===== src/rtl/regbank_client.sv =====
// regbank_client: requester-side controller for the 16-entry register bank.
// Fetches two operands per request through a one-deep output register and
// merges ALU/load writebacks into the bank's single write port via a 2-entry
// write queue whose contents are forwarded to operand reads.
module regbank_client #(
    parameter int REG_WIDTH = 32,
    parameter int REG_COUNT = 16,
    parameter int ADDR_W    = $clog2(REG_COUNT)
) (
    input  logic                 clk,
    input  logic                 rst_n,
    input  logic                 op_valid,
    output logic                 op_ready,
    input  logic [ADDR_W-1:0]    op_ra,
    input  logic [ADDR_W-1:0]    op_rb,
    output logic                 opd_valid,
    input  logic                 opd_ready,
    output logic [REG_WIDTH-1:0] opd_a,
    output logic [REG_WIDTH-1:0] opd_b,
    input  logic                 alu_wvalid,
    input  logic [ADDR_W-1:0]    alu_waddr,
    input  logic [REG_WIDTH-1:0] alu_wdata,
    input  logic                 mem_wvalid,
    output logic                 mem_wready,
    input  logic [ADDR_W-1:0]    mem_waddr,
    input  logic [REG_WIDTH-1:0] mem_wdata,
    output logic [ADDR_W-1:0]    rb_raddr1,
    output logic [ADDR_W-1:0]    rb_raddr2,
    input  logic [REG_WIDTH-1:0] rb_rdata1,
    input  logic [REG_WIDTH-1:0] rb_rdata2,
    output logic                 rb_we,
    output logic [ADDR_W-1:0]    rb_waddr,
    output logic [REG_WIDTH-1:0] rb_wdata,
    output logic                 wb_idle
);

    // Write queue: index 0 is the head (oldest), index 1 the younger entry.
    logic [ADDR_W-1:0]    addr_q [2];
    logic [ADDR_W-1:0]    addr_d [2];
    logic [REG_WIDTH-1:0] data_q [2];
    logic [REG_WIDTH-1:0] data_d [2];
    logic [1:0]           count_q;
    logic [1:0]           count_d;
    logic [1:0]           slot;
    logic                 mem_push;

    logic                 opd_valid_q;
    logic [REG_WIDTH-1:0] opd_a_q;
    logic [REG_WIDTH-1:0] opd_b_q;
    logic [REG_WIDTH-1:0] fwd_a;
    logic [REG_WIDTH-1:0] fwd_b;
    logic                 op_accept;

    assign op_ready   = !opd_valid_q || opd_ready;
    assign op_accept  = op_valid && op_ready;
    assign opd_valid  = opd_valid_q;
    assign opd_a      = opd_a_q;
    assign opd_b      = opd_b_q;

    assign rb_raddr1  = op_ra;
    assign rb_raddr2  = op_rb;
    assign rb_we      = (count_q != 2'd0);
    assign rb_waddr   = rb_we ? addr_q[0] : '0;
    assign rb_wdata   = rb_we ? data_q[0] : '0;
    assign wb_idle    = (count_q == 2'd0);

    // After this cycle's pop only a full queue leaves one slot occupied, so
    // that is the only case where a same-cycle ALU push can crowd out mem.
    assign mem_wready = (count_q < 2'd2) || !alu_wvalid;
    assign mem_push   = mem_wvalid && mem_wready;

    // Queue next state: pop head, keep survivor, then append ALU before mem.
    always_comb begin
        addr_d  = addr_q;
        data_d  = data_q;
        slot    = 2'd0;
        if (count_q == 2'd2) begin
            addr_d[0] = addr_q[1];
            data_d[0] = data_q[1];
            slot      = 2'd1;
        end
        if (alu_wvalid) begin
            addr_d[slot[0]] = alu_waddr;
            data_d[slot[0]] = alu_wdata;
            slot            = slot + 2'd1;
        end
        if (mem_push) begin
            addr_d[slot[0]] = mem_waddr;
            data_d[slot[0]] = mem_wdata;
            slot            = slot + 2'd1;
        end
        count_d = slot;
    end

    // Forwarding: youngest matching queued entry wins, bank data otherwise.
    // The head still counts while it commits, covering write-during-read.
    always_comb begin
        fwd_a = rb_rdata1;
        fwd_b = rb_rdata2;
        if (count_q != 2'd0 && addr_q[0] == op_ra) fwd_a = data_q[0];
        if (count_q == 2'd2 && addr_q[1] == op_ra) fwd_a = data_q[1];
        if (count_q != 2'd0 && addr_q[0] == op_rb) fwd_b = data_q[0];
        if (count_q == 2'd2 && addr_q[1] == op_rb) fwd_b = data_q[1];
    end

    // Write queue storage; reset discards any uncommitted writes.
    always_ff @(posedge clk or negedge rst_n) begin
        if (!rst_n) begin
            count_q <= 2'd0;
            for (int i = 0; i < 2; i++) begin
                addr_q[i] <= '0;
                data_q[i] <= '0;
            end
        end else begin
            count_q <= count_d;
            for (int i = 0; i < 2; i++) begin
                addr_q[i] <= addr_d[i];
                data_q[i] <= data_d[i];
            end
        end
    end

    // Operand register: snapshot on accept, hold under backpressure.
    always_ff @(posedge clk or negedge rst_n) begin
        if (!rst_n) begin
            opd_valid_q <= 1'b0;
            opd_a_q     <= '0;
            opd_b_q     <= '0;
        end else if (op_accept) begin
            opd_valid_q <= 1'b1;
            opd_a_q     <= fwd_a;
            opd_b_q     <= fwd_b;
        end else if (opd_ready) begin
            opd_valid_q <= 1'b0;
        end
    end

endmodule


===== config.mk =====
export PLATFORM = sky130hd
export DESIGN_NAME = regbank_client
export DESIGN_NICKNAME = d
export VERILOG_FILES = /design/src/rtl/regbank_client.sv
export SDC_FILE = /design/constraint.sdc
export NUM_CORES = 1
export LEC_CHECK = 0
export BUFFER_PORTS_ARGS = -buffer_cell sky130_fd_sc_hd__buf_4
export CAP_MARGIN = 20
export CORE_MARGIN = 1
export CORE_UTILIZATION = 38
export CTS_CLUSTER_SIZE = 25
export DETAILED_ROUTE_END_ITERATION = 10
export PLACE_DENSITY_LB_ADDON = 0.15
export SLEW_MARGIN = 20
export SYNTH_ARGS = -nofsm -noshare
export SYNTH_HDL_FRONTEND = slang
export SYNTH_SLANG_ARGS = --single-unit

===== constraint.sdc =====
create_clock -name clk -period 3.2 [get_ports clk]
set_input_delay 0.96 -clock clk [delete_from_list [all_inputs] [get_ports clk]]
set_output_delay 0.96 -clock clk [all_outputs]
set_load 0.02 [all_outputs]

## Word level (Yosys, flattened, before mapping)

Cells that the tools add are included.

- Bits of input ports: 150
- Output and inout port bits: 113
- Bits in registers: 139

- Reduce and logical (&&, ||, !) cells: 15
- Bitwise logic cells: 2
- Equality and inequality tests: 5
- Mux-type cells: 29
- Magnitude comparators: 5
- $add $sub $neg: 2

Operators with widths:

| operator | count |
|---|---|
| 32-bit 2-to-1 mux | 8 |
| 64-bit bitwise mux | 2 |
| 64-bit 2-to-1 mux | 2 |
| 32-bit demux with 1-bit select | 2 |
| 8-bit bitwise mux | 2 |
| 4-bit == test | 4 |
| 4-bit 2-to-1 mux | 4 |
| 8-bit 2-to-1 mux | 2 |
| 4-bit demux with 1-bit select | 2 |
| 1-bit logical AND | 8 |
| 2-bit by 1-bit adder with 2-bit output, second input constant | 2 |
| 2-bit greater-or-equal comparator, second input constant | 2 |
| 2-bit by 1-bit less-than comparator with 1-bit output, second input constant | 2 |
| 2-bit 2-to-1 mux | 2 |
| 1-bit inverter with 2-bit output | 2 |
| 2-bit nonzero test | 2 |
| 1-bit 2-to-1 mux | 3 |
| 2-bit == test, second input constant | 1 |
| 1-bit zero test | 2 |
| 2-bit zero test | 1 |
| 1-bit logical OR | 2 |
| 2-bit less-than comparator, second input constant | 1 |

## Logic depth before layout (Yosys ltp)

Gate-level depths: netlist (run 1).

- Depth in word-level cells: 11
- Mapped depth: 10
- Depth with buffers taken out: 6

## Worst setup path after synthesis (run 1)

No wires, ideal clock.

- Kind: in2reg
- Start: input port alu_wvalid
- End: register data_q[10] in the netlist's numbering
- Path buffers: 4
- Data required time: 3068 ps
- Slack: 482 ps
- Stages: 8
- Arrival: 2585 ps
- Cell sequence: buf_2 > buf_2 > inv_1 > ha_1 > and3_1 > clkbuf_1 > clkbuf_1 > o21ai_1

RTL lines:

| item | RTL line | text |
|---|---|---|
| start: declaration | 20 | `input logic alu_wvalid,` |
| end signal: indexed assignment | 118 | `data_q[i] <= data_d[i];` |
| end: declaration | 40 | `logic [REG_WIDTH-1:0] data_q [2];` |

## Final worst setup path (run 1)

- Start: register count_q[1]
- End: output port rb_wdata[0]

- Longest elaborated chain between the ends: 2

RTL lines:

| item | RTL line | text |
|---|---|---|
| start: declaration | 42 | `logic [1:0] count_q;` |
| start signal: assignment | 115 | `count_q <= count_d;` |
| 2-bit nonzero test | 62 | `assign rb_we = (count_q != 2'd0);` |
| 32-bit 2-to-1 mux | 64 | `assign rb_wdata = rb_we ? data_q[0] : '0;` |
| end: declaration | 33 | `output logic [REG_WIDTH-1:0] rb_wdata,` |

No other way between the ends.

==> reports/metrics.csv, run 1 <==
stage,metric,value,unit
pwr,leakage dissipation,5.54,nW
status,status,"finished, final reports clean",
worst_setup_path,CP Launch Type,flip-flop,
yosys,largest family of logic cells by synthesized area,compound AO/OA/AOI/OAI gates,
clock_network,Post-CTS Setup Bufs,0,
pwr,Total Power,7.75,mW
pwr,PwrDens,712,mW/mm²
yosys,Post-synth EDFFs,0,
yosys,mapped cell area,0.00817,mm²
yosys,commonest cells in the netlist,"nor2_1, dfrtp_1, mux2i_1",
yosys,register bit count reported by yosys,139,
worst_setup_path,critical path arrival,1.62,ns
yosys,syn_area_per_cell,9.73,µm²
timing,Final Max Slew Viols,0,
timing,Post-Route Setup TNS,0,ns
die,DIE AREA,0.0221,mm²
routing,vias per cell,5.12,
yosys,async set-or-reset flop fraction in the synthesized netlist,1.00,
die,Die Y,149,µm
routing,DR DRC count,0,
timing,Worst Tran Pin Value,0.729,ns
timing,endpoints failing setup,0,
routing,mean routed wirelength per cell,18.8,µm
min_path,Hold Crit Class,input port to async pin,
routing,via count,6916,
yosys,"area leader, netlist",dfrtp_1,
clock_network,worst skew pair latency,0.42,ns
yosys,"Seq/Total Area, Yosys",0.426,
finish,fin area,0.0109,mm²
worst_setup_path,crit path capture type,output port,
placed_design,Placer Congestion,0.749,
job,maxcap violations,0,
clock_network,Root Driver,clkbuf_16,
yosys,Synth Area in Compound Gates,0.181,
yosys,Mapped Cells,839,
placed_design,Inst Count DP,1321,
die,area of the core,0.0210,mm²
finish,Filler Cell Count,1953,
timing,final worst-path cycle share,0.806,
finish,"non-filler cells, final",1352,
worst_setup_path,R2R Setup Slk,0.84,ns
pwr,worst vdd ir,355,µV
yosys,multiplexer share of the synthesized area,0.167,
global_routing,GRT Total Usage,0.237,
finish,"Area growth, synth to finish",33.3,%
die,chip width,149,µm
clock_network,H-tree levels,4,
clock_network,CTS buffer count,17,
timing,worst-case hold slack,0.504,ns
clock_network,Max Root-Sink Buffers,2,
routing,number of routed nets with antenna violations,0,
finish,Nets,1216,
worst_setup_path,Setup Crit Path Kind,flip-flop to output port,
finish,ant diodes,0,
finish,layout cells sized above 1,0.360,
yosys,most common cell in the synthesized netlist,nor2_1,
global_routing,GR Overflow Total,0,
global_routing,initial antenna violation count,0,
die,starting density of the core,0.388,
yosys,"top cells by area, synth","dfrtp_1, mux2i_1, a221oi_2",
yosys,"Primary FF master, synth",dfrtp_1,
clock_network,CTS tree,yes,
yosys,post-synthesis net count,990,
placed_design,Placed Instance Area,0.0103,mm²
timing,min Tclk post-route,2.58,ns
clock_network,hold_buf cts,0,
yosys,Yosys warnings,0,
routing,final WL,25.4,mm
placed_design,Final HPWL DP,17.3,mm
placed_design,dpl ws,0.411,ns
yosys,post-synthesis adder-cell area fraction,0.00153,
die,row count,53,
yosys,XOR/XNOR Fraction of Synth Area,0.0182,
global_routing,largest net degree at the start of global routing,85,
routing,1st-pass router iterations,4,
finish,Multi-input gate area,0.00427,mm²
timing,clk_skew,0.00857,ns
finish,fin util,0.518,
yosys,Yosys cell types,27,
yosys,Synth top area share,0.426,
worst_setup_path,Crit Path Max Fanout,22,
timing,final setup margin,0.620,ns
yosys,post-synthesis simple-gate area fraction,0.153,
routing,Initial DRC Count,280,
global_routing,global-route wire length before repair,39.6,mm
clock_network,post-cts sizing count,0,
finish,FF+latch area,0.00348,mm²
global_routing,number of global-route vias before repair,6931,
timing,max_slew headroom,0.514,
timing,RSZ-0062 raised after global routing,no,
clock_network,"CTS clk-pin slew, worst paths",0.06,ns
worst_setup_path,WP data required,2.24,ns
timing,fmax,0.388,GHz
timing,Final Hold Viols,0,
die,I/O pin cnt,263,
placed_design,port bufs,262,
clock_network,clock sinks,139,
## final timing paths
check	startpoint	end	cells after the start
max	count_q[1]$_DFF_PN0_	rb_wdata[0]	4
min	rst_n	opd_a[4]$_DFFE_PN0P_	1
max reg2reg	count_q[0]$_DFF_PN0_	data_q[24]$_DFF_PN0_	6
min reg2reg	opd_valid$_DFFE_PN0P_	opd_valid$_DFFE_PN0P_	2
max in group asynchronous	rst_n	opd_a[15]$_DFFE_PN0P_	2
min in group clk	opd_valid$_DFFE_PN0P_	opd_valid$_DFFE_PN0P_	2
## flip-flops by register name, summed over array words and instances (netlist names)
register / flops
opd_valid: 1
addr_q: 8
opd_a: 32
count_q: 2
opd_b: 32
data_q: 64
## kinds of logic after synthesis
family | after synthesis
flip-flops | 139
buffers and inverters | 81
AND/OR/NAND/NOR | 292
adder cells (fa/ha/maj) | 1
multiplexers | 136
AO/OA/AOI/OAI | 173
XOR/XNOR | 17
## critical path, stage by stage, from the launching register on
cell and delay (ns):
dfrtp_1 0.38, or2_1 0.24, buf_4 0.22, and2_1 0.20
buf_4 0.16
## metal layers
metal / up-vias / global-route usage / wire (µm)
met4: 0 / 0.0711 / 296
li1: 3386 / - / -
met3: 20 / 0.0549 / 1750
met5: - / 0 / 0
met1: 3287 / 0.307 / 11200
met2: 223 / 0.391 / 12100
## power by group
part	switching, mW	internal, mW	total (mW)
Combinational	1.60	1.33	2.93
Clock	0.775	1.20	1.98
Sequential	0.549	2.29	2.84
Total	2.93	4.82	7.75
## layout make-up
type | instances | area share
inverter | 3 | 0.00103
clock inverter | 10 | 0.0107
timing repair buffer | 285 | 0.201
clock buffer | 21 | 0.0432
tap | 275 | 0.0316
multi-input combinational | 619 | 0.392
sequential | 139 | 0.320
## layout by cell type (no fill, tap or decap), types with 4 or more instances in the layout
master	instances
xor2_1	12
a21oi_1	36
o21ai_1	57
dfrtp_1	139
nand2_1	74
and2_1	36
nor2_1	164
a221oi_2	60
o21ai_0	16
clkbuf_16	17
mux2i_1	136
clkinvlp_4	5
buf_12	4
buf_4	280
xnor2_1	5
a221oi_1	4
nand3_2	4
Power figures use the tool's default switching activity.
==> run 2: changes to the inputs <==
ABC_AREA = 1   (was unset)
clock period = 2.1 ns   (was 3.2 ns; I/O delays follow)
==> reports/metrics.csv, run 2 <==
stage,metric,value,unit
status,status,"complete, but fails checks",
status,failing checks,negative setup slack,
clock_network,CTS buffer count,17,
worst_setup_path,Setup Crit Path Kind,flip-flop to output port,
timing,RSZ-0062 raised after global routing,yes,
global_routing,GRT Total Usage,0.283,
routing,met2 routed WL,15.6,mm
timing,Final Hold Viols,0,
clock_network,clock sinks,139,
finish,"Area growth, synth to finish",37.6,%
routing,WL met1,14.0,mm
finish,"non-filler cells, final",1872,
finish,layout cells sized above 1,0.241,
worst_setup_path,r2r endpoint,data_q[42]$_DFF_PN0_,
routing,met3 wire len,2.63,mm
clock_network,CTS tree,yes,
clock_network,"CTS clk-pin slew, worst paths",0.07,ns
placed_design,dpl ws,0.166,ns
routing,1st-pass router iterations,5,
routing,DR DRC count,0,
min_path,Hold Crit Class,input port to flip-flop,
yosys,async set-or-reset flop fraction in the synthesized netlist,1.00,
pwr,Clock power frac,0.225,
worst_setup_path,CP Launch Type,flip-flop,
worst_setup_path,critical path arrival,1.48,ns
yosys,syn_area_per_cell,6.54,µm²
global_routing,global-route wire length before repair,51.2,mm
worst_setup_path,crit path max-delay cell type,dfrtp_1,
yosys,Mapped Cells,1337,
routing,mean routed wirelength per cell,17.8,µm
routing,final WL,33.3,mm
yosys,Yosys cell types,22,
worst_setup_path,WP depth,6,
worst_setup_path,WP data required,1.47,ns
placed_design,Final HPWL DP,23.9,mm
timing,worst-case hold slack,0.423,ns
pwr,Switching Share,0.434,
timing,clk_skew,0.0107,ns
worst_setup_path,Worst path max stage delay,0.40,ns
placed_design,port bufs,262,
die,row count,55,
pwr,Flop pwr share,0.318,
finish,Reg with most FFs,data_q,
timing,min Tclk post-route,2.11,ns
routing,Initial DRC Count,702,
timing,Post-Route Setup TNS,-0.104,ns
finish,fin area,0.0120,mm²
pwr,Gate power share,0.456,
yosys,mapped cell area,0.00875,mm²
clock_network,Max Root-Sink Buffers,2,
finish,Filler Cell Count,2291,
worst_setup_path,crit path capture type,output port,
placed_design,Placed Instance Area,0.0113,mm²
yosys,register bit count reported by yosys,139,
finish,Nets,1724,
yosys,commonest cells in the netlist,"nand2_1, inv_1, nand3_1",
placed_design,Inst Count DP,1833,
global_routing,number of global-route vias before repair,9349,
placed_design,Placer Congestion,0.927,
finish,number of flip-flops in the largest register,64,
yosys,"top cells by area, synth","dfrtp_1, nand2_1, nand3_1",
pwr,net load switching power,5.58,mW
worst_setup_path,r2r worst-path depth,10,
die,starting density of the core,0.386,
worst_setup_path,Setup crit start,count_q[1]$_DFF_PN0_,
timing,endpoints failing setup,24,
global_routing,GR Overflow Total,0,
worst_setup_path,Top delay family on crit path,buffers and inverters,
clock_network,H-tree levels,4,
pwr,leakage dissipation,6.66,nW
clock_network,worst skew pair latency,0.42,ns
routing,number of routed nets with antenna violations,0,
timing,Worst Tran Pin Value,0.619,ns
yosys,"Primary FF master, synth",dfrtp_1,
timing,final setup margin,-0.00892,ns
timing,final worst-path cycle share,1.00,
worst_setup_path,Critical Path End,rb_wdata[20],
finish,most frequent cells in the layout,"nand2_1, buf_4, inv_1",
die,Die Y,154,µm
die,chip width,154,µm
routing,DR top layer,met4,
yosys,"area leader, netlist",dfrtp_1,
routing,vias per cell,5.24,
worst_setup_path,Crit Path Max Fanout,9,
worst_setup_path,R2R Setup Slk,0.11,ns
yosys,most common cell in the synthesized netlist,nand2_1,
timing,Final Max Slew Viols,0,
finish,"leading cell type in the layout, fill and taps excluded",nand2_1,
timing,fmax,0.474,GHz
timing,max_slew headroom,0.588,
pwr,PwrDens,1070,mW/mm²
die,DIE AREA,0.0236,mm²
yosys,Synth top area share,0.398,
die,area of the core,0.0226,mm²
worst_setup_path,worst path bufs/invs,4,
global_routing,largest net degree at the start of global routing,66,
routing,via count,9806,
worst_setup_path,start of the worst register-to-register path,count_q[0]$_DFF_PN0_,
yosys,Post-synth EDFFs,0,
die,I/O pin cnt,263,
yosys,"Seq/Total Area, Yosys",0.398,
yosys,post-synthesis net count,1488,
global_routing,initial antenna violation count,1,
pwr,internal power,7.30,mW
worst_setup_path,crit path cell chain,inv_2 -> nand2_4 -> inv_8 -> buf_16 -> nor2_1 -> buf_4,
job,maxcap violations,0,
yosys,Yosys warnings,0,
pwr,worst vdd ir,515,µV
clock_network,Root Driver,clkbuf_16,
run 2: cell count changes in the layout (fill, tap and decap cells not counted), sizes merged, moves of 39 or more:
cell    previous run  this run
nor2             165        93
mux2i            136         0
nand3              4       166
and2              39         0
o211ai             0        45
inv                4       186
nand2             74       467
a221oi            64         0
run 2: logic make-up after synthesis:
| kind of cell | count (synthesis) | synth area share |
|---|---|---|
| fa+ha+maj | 1 | 0.00143 |
| compound gates | 156 | 0.108 |
| xor+xnor | 2 | 0.00200 |
| simple gates | 758 | 0.361 |
| flops | 139 | 0.398 |
| buf+inv | 281 | 0.129 |
run 2: worst min path at each step:
| stage | startpoint | endpoint | slack (ns) | cells past startpoint |
|---|---|---|---|---|
| after floorplan | rst_n | addr_q[0]$_DFF_PN0_ | 0.33 | 0 |
| after global placement | rst_n | opd_a[9]$_DFFE_PN0P_ | 0.44 | 1 |
| after detailed placement | rst_n | opd_a[4]$_DFFE_PN0P_ | 0.44 | 1 |
| after CTS | mem_waddr[0] | addr_q[4]$_DFF_PN0_ | 0.41 | 3 |
| after global routing | mem_wdata[9] | data_q[41]$_DFF_PN0_ | 0.42 | 3 |
| final | mem_waddr[0] | addr_q[4]$_DFF_PN0_ | 0.42 | 3 |
run 2: metrics by stage:
stage / utilization / power (mW)
after floorplan: - / 7.17
after global placement: 0.498 / 9.69
after detailed placement: 0.498 / 9.76
after CTS: 0.530 / 12.9
after global routing: 0.532 / 13.6
final: 0.532 / 12.9
run 2: timing repair:
action | CTS | global route
hold buffers | 1 | 0
gates resized for setup | 19 | 8
pin swaps | 1 | 0
endpoints found under the setup margin | 37 | 51
buffers inserted | 2 | 0
endpoints found under the hold margin | 6 | 0
cloned | 3 | 0
run 2: power by group through the flow:
stage	combinational [mW]	clock, mW	sequential (mW)
detailed placement	5.62	0	4.15
CTS	5.85	2.95	4.10
global placement	5.56	0	4.13
finish	5.88	2.90	4.10
global route	6.37	3.05	4.20
floorplan	2.90	0	4.27
run 2: worst min-delay path: stages:
cell	delay [ns]
buf_4	0.09
o21ai_1	0.06
inv_1	0.04
run 2: area by class of cell:
class                   instances  area (µm²)  area share
flip-flops and latches        139        3480       0.289
diodes                          1        2.50    0.000208
repair buffers                316        2690       0.224
clock buffers                  19         453      0.0376
well taps                     285         357      0.0296
clock inverters                13         109     0.00904
multi-input cells             917        4260       0.354
inverters                     182         691      0.0574
run 2: per-layer routing:
| layer | up-vias | global-route usage |
|---|---|---|
| met1 | 4566 | 0.363 |
| met2 | 463 | 0.463 |
| met4 | 0 | 0.128 |
| met5 | - | 0 |
| li1 | 4719 | - |
| met3 | 58 | 0.0521 |
